**config.mk**
```make
export PLATFORM = sky130hd
export DESIGN_NAME = riscv_mc_controller
export DESIGN_NICKNAME = d
export VERILOG_FILES = /design/src/rtl/riscv_mc_controller_pkg.sv /design/src/rtl/riscv_alu_decoder.sv /design/src/rtl/riscv_mc_controller.sv
export SDC_FILE = /design/constraint.sdc
export NUM_CORES = 1
export LEC_CHECK = 0
export ABC_AREA = 1
export BUFFER_PORTS_ARGS = -buffer_cell sky130_fd_sc_hd__buf_2
export CORE_UTILIZATION = 35
export CTS_CLUSTER_DIAMETER = 30
export DETAILED_ROUTE_END_ITERATION = 16
export GPL_TIMING_DRIVEN = 0
export PLACE_DENSITY = 0.78
export SLEW_MARGIN = 15
export SYNTH_ARGS = -nofsm -noshare
export SYNTH_HDL_FRONTEND = slang
export SYNTH_SLANG_ARGS = --single-unit
```
**constraint.sdc**
```tcl
create_clock -name clk -period 1.75 [get_ports clk]
set_input_delay 0.2625 -clock clk [delete_from_list [all_inputs] [get_ports clk]]
set_output_delay 0.2625 -clock clk [all_outputs]
set_load 0.005 [all_outputs]
```
**src/rtl/riscv_mc_controller_pkg.sv**
```systemverilog
// Shared types and encodings for the multicycle RISC-V controller.
// States, opcodes and datapath select encodings used by the FSM and the ALU decoder.
package riscv_mc_controller_pkg;

  typedef enum logic [3:0] {
    S_FETCH,
    S_DECODE,
    S_MEMADR,
    S_MEMREAD,
    S_MEMWB,
    S_MEMWRITE,
    S_EXECUTER,
    S_EXECUTEI,
    S_ALUWB,
    S_BEQ,
    S_JAL,
    S_HALT
  } state_e;

  localparam logic [6:0] OP_LW    = 7'b0000011;
  localparam logic [6:0] OP_SW    = 7'b0100011;
  localparam logic [6:0] OP_RTYPE = 7'b0110011;
  localparam logic [6:0] OP_IALU  = 7'b0010011;
  localparam logic [6:0] OP_BEQ   = 7'b1100011;
  localparam logic [6:0] OP_JAL   = 7'b1101111;

  localparam logic [2:0] ALU_ADD = 3'b000;
  localparam logic [2:0] ALU_SUB = 3'b001;
  localparam logic [2:0] ALU_AND = 3'b010;
  localparam logic [2:0] ALU_OR  = 3'b011;
  localparam logic [2:0] ALU_SLT = 3'b101;

  localparam logic [1:0] RES_ALUOUT    = 2'b00;
  localparam logic [1:0] RES_DATA      = 2'b01;
  localparam logic [1:0] RES_ALURESULT = 2'b10;

  localparam logic [1:0] SRCA_PC    = 2'b00;
  localparam logic [1:0] SRCA_OLDPC = 2'b01;
  localparam logic [1:0] SRCA_RD1   = 2'b10;

  localparam logic [1:0] SRCB_RD2  = 2'b00;
  localparam logic [1:0] SRCB_IMM  = 2'b01;
  localparam logic [1:0] SRCB_FOUR = 2'b10;

  localparam logic [1:0] IMM_I = 2'b00;
  localparam logic [1:0] IMM_S = 2'b01;
  localparam logic [1:0] IMM_B = 2'b10;
  localparam logic [1:0] IMM_J = 2'b11;

  // Selector between the FSM and the ALU decoder.
  localparam logic [1:0] ALUOP_ADD   = 2'b00;
  localparam logic [1:0] ALUOP_SUB   = 2'b01;
  localparam logic [1:0] ALUOP_FUNCT = 2'b10;

  function automatic logic [1:0] imm_src(input logic [6:0] op);
    case (op)
      OP_SW:   return IMM_S;
      OP_BEQ:  return IMM_B;
      OP_JAL:  return IMM_J;
      default: return IMM_I;
    endcase
  endfunction

endpackage

```
**src/rtl/riscv_alu_decoder.sv**
```systemverilog
// ALU operation decoder: fixed add/sub for the FSM, or funct3/funct7 decode for ALU instructions.
module riscv_alu_decoder
  import riscv_mc_controller_pkg::*;
(
  input  logic [1:0] aluop,
  input  logic [2:0] funct3,
  input  logic       funct7b5,
  input  logic       op5,
  output logic [2:0] ALUControl
);

  always_comb begin
    ALUControl = ALU_ADD;
    case (aluop)
      ALUOP_SUB: ALUControl = ALU_SUB;
      ALUOP_FUNCT: begin
        case (funct3)
          // op5 separates R-type from I-type, so addi never turns into sub.
          3'b000:  ALUControl = (funct7b5 & op5) ? ALU_SUB : ALU_ADD;
          3'b010:  ALUControl = ALU_SLT;
          3'b110:  ALUControl = ALU_OR;
          3'b111:  ALUControl = ALU_AND;
          default: ALUControl = ALU_ADD;
        endcase
      end
      default: ALUControl = ALU_ADD;
    endcase
  end

endmodule

```
**src/rtl/riscv_mc_controller.sv**
```systemverilog
// Multicycle RISC-V control FSM (lw, sw, R-type, I-ALU, beq, jal; illegal opcodes halt).
// Optional MCCTRL_MEMREADY_EN: FETCH, MEMREAD and MEMWRITE wait for mem_ready.
module riscv_mc_controller
  import riscv_mc_controller_pkg::*;
(
  input  logic       clk,
  input  logic       reset,
  input  logic [6:0] op,
  input  logic [2:0] funct3,
  input  logic       funct7b5,
  input  logic       Zero,
  input  logic       mem_ready,
  output logic       PCWrite,
  output logic       AdrSrc,
  output logic       MemWrite,
  output logic       IRWrite,
  output logic       RegWrite,
  output logic [1:0] ResultSrc,
  output logic [1:0] ALUSrcA,
  output logic [1:0] ALUSrcB,
  output logic [1:0] ImmSrc,
  output logic [2:0] ALUControl,
  output logic       instr_done,
  output logic       halted
);

  state_e     state_q, state_d;
  logic       instr_done_q, instr_done_d;
  logic       mem_go;
  logic       pc_write, mem_write, ir_write, reg_write;
  logic [1:0] aluop;

`ifdef MCCTRL_MEMREADY_EN
  assign mem_go = mem_ready;
`else
  logic unused_mem_ready;
  assign unused_mem_ready = mem_ready;
  assign mem_go           = 1'b1;
`endif

  always_ff @(posedge clk or negedge reset) begin
    if (!reset) begin
      state_q      <= S_FETCH;
      instr_done_q <= 1'b0;
    end else begin
      state_q      <= state_d;
      instr_done_q <= instr_done_d;
    end
  end

  always_comb begin
    state_d = state_q;
    case (state_q)
      S_FETCH:    if (mem_go) state_d = S_DECODE;
      S_DECODE: begin
        case (op)
          OP_LW, OP_SW: state_d = S_MEMADR;
          OP_RTYPE:     state_d = S_EXECUTER;
          OP_IALU:      state_d = S_EXECUTEI;
          OP_BEQ:       state_d = S_BEQ;
          OP_JAL:       state_d = S_JAL;
          default:      state_d = S_HALT;
        endcase
      end
      // Only lw and sw reach MEMADR; bit 5 tells them apart.
      S_MEMADR:   state_d = op[5] ? S_MEMWRITE : S_MEMREAD;
      S_MEMREAD:  if (mem_go) state_d = S_MEMWB;
      S_MEMWRITE: if (mem_go) state_d = S_FETCH;
      S_MEMWB, S_ALUWB, S_BEQ:          state_d = S_FETCH;
      S_EXECUTER, S_EXECUTEI, S_JAL:    state_d = S_ALUWB;
      S_HALT:     state_d = S_HALT;
      default:    state_d = S_FETCH;
    endcase
  end

  always_comb begin
    instr_done_d = 1'b0;
    if (state_d == S_FETCH &&
        (state_q == S_MEMWB || state_q == S_MEMWRITE ||
         state_q == S_ALUWB || state_q == S_BEQ))
      instr_done_d = 1'b1;
  end

  always_comb begin
    pc_write  = 1'b0;
    AdrSrc    = 1'b0;
    mem_write = 1'b0;
    ir_write  = 1'b0;
    reg_write = 1'b0;
    ResultSrc = RES_ALUOUT;
    ALUSrcA   = SRCA_PC;
    ALUSrcB   = SRCB_RD2;
    aluop     = ALUOP_ADD;
    case (state_q)
      S_FETCH: begin
        ir_write  = mem_go;
        pc_write  = mem_go;
        ALUSrcA   = SRCA_PC;
        ALUSrcB   = SRCB_FOUR;
        ResultSrc = RES_ALURESULT;
      end
      S_DECODE: begin
        ALUSrcA = SRCA_OLDPC;
        ALUSrcB = SRCB_IMM;
      end
      S_MEMADR: begin
        ALUSrcA = SRCA_RD1;
        ALUSrcB = SRCB_IMM;
      end
      S_MEMREAD: AdrSrc = 1'b1;
      S_MEMWRITE: begin
        AdrSrc    = 1'b1;
        mem_write = mem_go;
      end
      S_MEMWB: begin
        ResultSrc = RES_DATA;
        reg_write = 1'b1;
      end
      S_EXECUTER: begin
        ALUSrcA = SRCA_RD1;
        ALUSrcB = SRCB_RD2;
        aluop   = ALUOP_FUNCT;
      end
      S_EXECUTEI: begin
        ALUSrcA = SRCA_RD1;
        ALUSrcB = SRCB_IMM;
        aluop   = ALUOP_FUNCT;
      end
      S_ALUWB:   reg_write = 1'b1;
      S_BEQ: begin
        ALUSrcA  = SRCA_RD1;
        ALUSrcB  = SRCB_RD2;
        aluop    = ALUOP_SUB;
        pc_write = Zero;
      end
      S_JAL: begin
        ALUSrcA  = SRCA_OLDPC;
        ALUSrcB  = SRCB_FOUR;
        pc_write = 1'b1;
      end
      default: ;
    endcase
  end

  riscv_alu_decoder u_alu_dec (
    .aluop     (aluop),
    .funct3    (funct3),
    .funct7b5  (funct7b5),
    .op5       (op[5]),
    .ALUControl(ALUControl)
  );

  // Enables are gated by reset so nothing is written while it is held low.
  assign PCWrite    = pc_write  & reset;
  assign IRWrite    = ir_write  & reset;
  assign MemWrite   = mem_write & reset;
  assign RegWrite   = reg_write & reset;
  assign ImmSrc     = imm_src(op);
  assign instr_done = instr_done_q;
  assign halted     = (state_q == S_HALT);

endmodule
```
==> results of run 1 <==
==> cell usage in the layout (no fill, tap or decap), drive strengths merged <==
master       Yosys  layout
dlygate4sd3      0       1
nor3             2       2
a21oi            4       4
clkinv           0       1
a211oi           1       1
dfrtp            5       5
clkbuf           0       4
ha               2       2
o211ai           2       2
o21ai            2       2
nand3b           1       1
nand2           25      25
buf              0      44
nand3            5       5
nor2            20      20
inv             18      18
nand4            3       3
==> what timing repair did <==
| item | in CTS | in global routing |
|---|---|---|
| setup buffers | 8 | 6 |
| hold buffers | 1 | 0 |
| pin swaps | 8 | 5 |
| endpoints found under the setup margin | 3 | 7 |
| resized for setup | 9 | 12 |
| endpoints found under the hold margin | 5 | 0 |
==> sequential cells by signal (all words and copies together) (netlist names) <==
register / count
state_q: 4
instr_done: 1
==> where the power goes <==
group	switching, mW	internal, mW
clock network	0.0558	0.0831
logic	0.549	0.503
registers	0.0572	0.175
==> worst max-delay path, delay by kind of cell (launching register included) <==
kind | cells | cell delay, ns
AO/OA/AOI/OAI | 2 | 0.18
buffers and inverters | 3 | 0.32
adder cells (fa/ha/maj) | 1 | 0.18
AND/OR/NAND/NOR | 2 | 0.23
flip-flops | 1 | 0.39
==> cells by family (layout without fill, tap and decap cells) <==
logic type | Yosys count | after routing | share of synthesized area
AOI/OAI and AO/OA | 9 | 9 | 0.1044
buffers and inverters | 18 | 68 | 0.1253
DFF | 5 | 5 | 0.2320
and+or+nand+nor | 56 | 56 | 0.4919
adders and majority gates | 2 | 2 | 0.04640
==> through the flow <==
stage                       util  std cells
after floorplan                -         90
after global placement    0.5220        136
after detailed placement  0.5220        136
after CTS                 0.6319        149
after global routing      0.6932        155
final                     0.6932        155
==> cell type report <==
cell class	instances	area [µm²]
Clock buffer	3	22.52
Clock inverter	1	5.005
Fill cell	108	419.2
Inverter	18	67.56
Multi-Input combinational cell	67	425.4
Sequential cell	5	127.6
Tap cell	15	18.77
Timing Repair Buffer	46	280.3
==> worst paths after layout <==
kind | start | to | slack, ns | cells after the start
worst min register to register | state_q[1]$_DFF_PN0_ | instr_done$_DFF_PN0_ | 0.57 | 2
worst max-delay path | state_q[1]$_DFF_PN0_ | ALUControl[0] | -0.06 | 8
max in group asynchronous | reset | state_q[0]$_DFF_PN0_ | 1.25 | 2
worst min-delay path | op[4] | state_q[2]$_DFF_PN0_ | 0.31 | 3
worst max register to register | state_q[3]$_DFF_PN0_ | state_q[2]$_DFF_PN0_ | 0.42 | 7
min in group asynchronous | reset | state_q[2]$_DFF_PN0_ | 0.38 | 2
==> routing by layer <==
layer | part of all wire | wire length, µm | vias up
met1 | 0.41 | 643 | 320
li1 | - | - | 385
met4 | 0 | 0 | 0
met5 | 0 | 0 | -
met3 | 0.069 | 109 | 0
met2 | 0.52 | 817 | 30
==> impl_metrics.py, run 1 <==
metrics = {
    "run_status": {
        "result_of_the_run": "complete, but fails checks",
        "failed_checks": "negative setup slack",
    },
    "detailed_routing": {
        "1st_pass_router_iterations": 4,
        "detail_route.vias_per_cell": 4.742,
        "post_drt_wl_per_cell_um": 10.13,
        "routed-via-count": 735,
        "route.detailed.drc": 0,
        "detailedRoute.firstIterationViolations": 14,
        "wirelength_mm": 1.570,
        "antenna_left": 0,
    },
    "floorplanning": {
        "die_y_um": 41.25,
        "initial_utilization": 0.3947,
        "core_um2": 1366,
        "rows": 13,
        "design.portCount": 33,
        "design.die.area_um2": 1702,
        "die_x_um": 41.25,
    },
    "yosys": {
        "post-synth-top-count-cell": "nand2_1",
        "synth_fp_nets": 107,
        "synth_enable_flop_cells": 0,
        "ys_top_cells_by_count": "nand2_1 (23), nor2_1 (12), inv_1 (9), inv_2 (9), nor2_2 (6)",
        "synth_top_flop_cell": "dfrtp_1",
        "distinct_cell_type_count_after_synthesis": 18,
        "synth-seq-cells": 5,
        "synthCells": 90,
        "synth-seq-area-share": 0.2320,
        "netlist.top_cell.by_area": "dfrtp_1",
        "yosys-top-cells-area": "dfrtp_1 (23%), nand2_1 (16%), nor2_1 (8.4%)",
        "yosysTopAreaCellShare": 0.2320,
        "synth_async_sr_flop_share": 1.000,
        "postSynthAreaPerCell_um2": 5.992,
        "synthesis.yosys.warnings": 0,
        "synth_area_um2": 539.3,
    },
    "clock_network": {
        "path_clk_slew_ns": 0.05,
        "cts.sink_count": 5,
        "worst_skew_pair_later_pin_latency_ns": 0.25,
        "cts-htree-levels": 1,
        "tritoncts": "built",
        "ctsLongestPathBuffers": 2,
        "clockRootBuffer": "clkbuf_4",
        "tritoncts.num_buffers": 3,
    },
    "grt": {
        "grt_use_met2": 0.3516,
        "grtUsageMet3": 0.07065,
        "aggregate_global_routing_overflow": 0,
        "wire_length_of_the_first_global_routing_pass_mm": 2.159,
        "grt_use_total": 0.1978,
        "grt_start_max_net_pins": 7,
        "grt_most_used_layer": "met2",
        "antenna_found_initial": 0,
        "global_route.usage.met1": 0.2182,
        "vias_in_the_first_global_route": 567,
    },
    "critical_path": {
        "critPathLaunchType": "flip-flop",
        "critical-path-max-stage-delay_ns": 0.39,
        "master_of_the_slowest_instance_on_the_critical_path": "dfrtp_1",
        "endpoint_kind": "output port",
        "critical_path.most_common_cell": "inv_2",
        "critical_path.max_fanout": 4,
        "worst_path_arrival_ns": 1.54,
        "crit_chain": "inv_2 > nand2_4 > nor2_4 > inv_2 > ha_4 > a21oi_2 > a21oi_1 > buf_2",
        "setup.worst_path.class": "reg2out",
        "cp.required_ns": 1.49,
    },
    "timing": {
        "final.setup.tns_ns": -0.05819,
        "fmax_mhz": 553.5,
        "clock-skew-final_ns": 0.0008621,
        "setup_viol": 2,
        "timing_worst_slew_pin_value_ns": 0.2020,
        "worst_slack_ns": -0.05657,
        "relative_slew_margins": 0.8652,
        "final_critical_path_share_of_the_clock_period": 1.032,
        "final.min_clock_period_ns": 1.807,
        "slew_viol_final": 0,
        "holdWs_ns": 0.3145,
        "report.final.hold_viol_count": 0,
        "rsz0062_at_grt": "yes",
    },
    "pwr": {
        "leakagePower_nw": 0.5506,
        "report.power.total_mw": 1.423,
        "pwrdens_nw_per_um2": 1502,
        "peakVddDrop_uv": 591.9,
    },
    "job": {
        "max_cap_violations": 0,
    },
    "hold_path": {
        "min_path_type": "in2reg",
    },
    "placement": {
        "placed_area_um2": 713.2,
        "detailed_place_hpwl_mm": 1.072,
        "gp_congestion": 0.7570,
        "placement.io_buffers": 31,
        "minimum_setup_slack_after_placement_ns": 0.09247,
    },
    "cells_and_area": {
        "final_area_um2": 947.2,
        "antennaDiodeCount": 0,
        "final_layout_size_suffix_gt1_frac": 0.5714,
        "syn_to_final_growth_pct": 75.64,
        "num-nets-final": 158,
    },
}
Note: power is estimated with default switching activity, not from simulation.
==> inputs of run 2 (changes only) <==
--- a/config.mk
+++ b/config.mk
@@ -6,12 +6,12 @@
 export NUM_CORES = 1
 export LEC_CHECK = 0
 export ABC_AREA = 1
-export BUFFER_PORTS_ARGS = -buffer_cell sky130_fd_sc_hd__buf_2
 export CORE_UTILIZATION = 35
 export CTS_CLUSTER_DIAMETER = 30
 export DETAILED_ROUTE_END_ITERATION = 16
+export DONT_BUFFER_PORTS = 1
 export GPL_TIMING_DRIVEN = 0
-export PLACE_DENSITY = 0.78
+export PLACE_DENSITY = 0.6
 export SLEW_MARGIN = 15
 export SYNTH_ARGS = -nofsm -noshare
 export SYNTH_HDL_FRONTEND = slang
==> constraint.sdc (replaced) <==
create_clock -name clk -period 1.8 [get_ports clk]
set_input_delay 0.27 -clock clk [delete_from_list [all_inputs] [get_ports clk]]
set_output_delay 0.27 -clock clk [all_outputs]
set_load 0.005 [all_outputs]
==> run 2 against run 1 <==
The flow now finishes without violations. Global-route usage is 1.8 points lower. Routed wire length is 13% lower. Clock power is 9% lower. Sequential cell count stayed put. Clock skew is 0.0011 ns higher. Sequential share of layout area is 4.4 points higher. Hold slack worse by 0.14 ns. Via count is 18% lower. Sequential power hardly changed.
==> impl_metrics.py, run 2 (same netlist as run 1, synthesis figures left out) <==
metrics = {
    "cells_and_area": {
        "final-seq-area_um2": 126.4,
        "multiInputGateArea_um2": 400.4,
        "largest_register": "state_q",
        "layout_common_cells": "nand2_1 (23), nor2_1 (12), inv_1 (9)",
        "largest_register_ff_count": 4,
        "final_area_um2": 708.2,
        "final_common_cell": "nand2_1",
        "syn_to_final_growth_pct": 31.32,
        "final_layout_size_suffix_gt1_frac": 0.3529,
        "num-nets-final": 120,
        "antennaDiodeCount": 0,
        "fill_cells": 150,
    },
    "timing": {
        "setup_viol": 0,
        "fmax_mhz": 565.0,
        "slew_viol_final": 0,
        "report.final.hold_viol_count": 0,
        "timing_worst_slew_pin_value_ns": 0.2564,
        "final_critical_path_share_of_the_clock_period": 0.9833,
        "relative_slew_margins": 0.8281,
        "final.min_clock_period_ns": 1.770,
        "clock-skew-final_ns": 0.001969,
        "rsz0062_at_grt": "yes",
    },
    "detailed_routing": {
        "wirelength_mm": 1.361,
        "detailedRoute.firstIterationViolations": 10,
        "post_drt_wl_per_cell_um": 11.63,
        "routed-via-count": 604,
        "detail_route.vias_per_cell": 5.162,
        "antenna_left": 0,
        "1st_pass_router_iterations": 4,
        "route.detailed.drc": 0,
    },
    "critical_path": {
        "critical-path-max-stage-delay_ns": 0.36,
        "cp.required_ns": 1.53,
        "critical_path.most_common_cell": "nor2_4",
        "worst_path_arrival_ns": 1.50,
        "cp_top_family": "flip-flops",
        "critical_path.max_fanout": 5,
        "critPathLaunchType": "flip-flop",
        "setup.worst_path.class": "reg2out",
        "master_of_the_slowest_instance_on_the_critical_path": "dfrtp_1",
        "critPathBufInv": 3,
        "endpoint_kind": "output port",
        "crit_chain": "inv_2 > nor2_4 > inv_4 > nor2_4 > buf_6 > ha_4 > nand4_1 > a21oi_2",
    },
    "pwr": {
        "pwr-share-seq": 0.218,
        "p_sw_mw": 0.5305,
        "power.share.combinational": 0.661,
        "pwrdens_nw_per_um2": 1486,
        "power.internal_mw": 0.5219,
        "clock_power_share": 0.121,
        "leakagePower_nw": 0.3547,
        "peakVddDrop_uv": 633.5,
        "power.switching_fraction": 0.5041,
        "report.power.total_mw": 1.052,
    },
    "floorplanning": {
        "initial_utilization": 0.3947,
        "die_y_um": 41.25,
        "design.portCount": 33,
        "core_um2": 1366,
        "die_x_um": 41.25,
        "rows": 13,
        "design.die.area_um2": 1702,
    },
    "clock_network": {
        "ctsLongestPathBuffers": 2,
        "cts-htree-levels": 1,
        "path_clk_slew_ns": 0.04,
        "tritoncts.num_buffers": 3,
        "worst_skew_pair_later_pin_latency_ns": 0.24,
        "clockRootBuffer": "clkbuf_4",
        "tritoncts": "built",
        "cts.sink_count": 5,
    },
    "run_status": {
        "result_of_the_run": "finished, final reports clean",
    },
    "grt": {
        "grt_start_max_net_pins": 7,
        "aggregate_global_routing_overflow": 0,
        "vias_in_the_first_global_route": 499,
        "grt_use_total": 0.1797,
        "antenna_found_initial": 0,
        "wire_length_of_the_first_global_routing_pass_mm": 2.035,
    },
    "placement": {
        "detailed_place_hpwl_mm": 1.039,
        "placed_area_um2": 558.0,
        "gp_congestion": 0.7734,
        "placement.io_buffers": 0,
    },
    "hold_path": {
        "min_path_type": "in2reg",
    },
    "job": {
        "max_cap_violations": 0,
    },
}
## run 2: cell type report
cell class | instances | share of cell area
Clock buffer | 4 | 0.03710
Tap cell | 15 | 0.02650
Multi-Input combinational cell | 67 | 0.5654
Timing Repair Buffer | 8 | 0.09364
Sequential cell | 5 | 0.1784
Inverter | 18 | 0.09894
## run 2: final timing paths
kind / start / to / slack, ns / cells past startpoint
min in group asynchronous: reset / state_q[3]$_DFF_PN0_ / 0.33 / 1
max in group asynchronous: reset / state_q[0]$_DFF_PN0_ / 1.25 / 1
min: op[5] / state_q[1]$_DFF_PN0_ / 0.17 / 1
max: state_q[2]$_DFF_PN0_ / ALUControl[0] / 0.03 / 8
max reg2reg: state_q[3]$_DFF_PN0_ / state_q[2]$_DFF_PN0_ / 0.65 / 5
min reg2reg: state_q[1]$_DFF_PN0_ / instr_done$_DFF_PN0_ / 0.50 / 1
## run 2: what timing repair did
| action | CTS | global route |
|---|---|---|
| setup buffers | 1 | 6 |
| pin swaps | 2 | 7 |
| gates resized for setup | 2 | 10 |
| endpoints found under the hold margin | 5 | 0 |
| hold buffers | 1 | 0 |
| setup endpoints to repair | 2 | 2 |
## run 2: per-stage QoR
stage,cells,worst slack [ns],hold slack (ns),util,setup TNS (ns)
floorplan,90,0.2858,-0.02559,-,0
global placement,105,0.2107,-0.02545,0.4084,0
detailed placement,105,0.1902,-0.02545,0.4084,0
CTS,111,0.002589,0.1642,0.4460,0
global route,117,-0.05689,0.1844,0.5183,-0.05689
finish,117,0.02998,0.1721,0.5183,0
## run 2: layer usage
layer | global-route usage | vias up | wire length, µm
met5 | 0 | - | 0
met4 | 0.02419 | 0 | 16
met3 | 0.06522 | 2 | 80
met2 | 0.3242 | 22 | 681
met1 | 0.2045 | 275 | 583
li1 | - | 305 | -
## run 2: power by group through the flow
stage                     logic (mW)  registers, mW  clock network, mW
after global routing           0.788          0.238              0.142
after global placement         0.531          0.224                  0
after CTS                      0.564          0.223              0.134
after floorplan                0.453          0.214                  0
final                          0.696          0.229              0.127
after detailed placement       0.540          0.224                  0
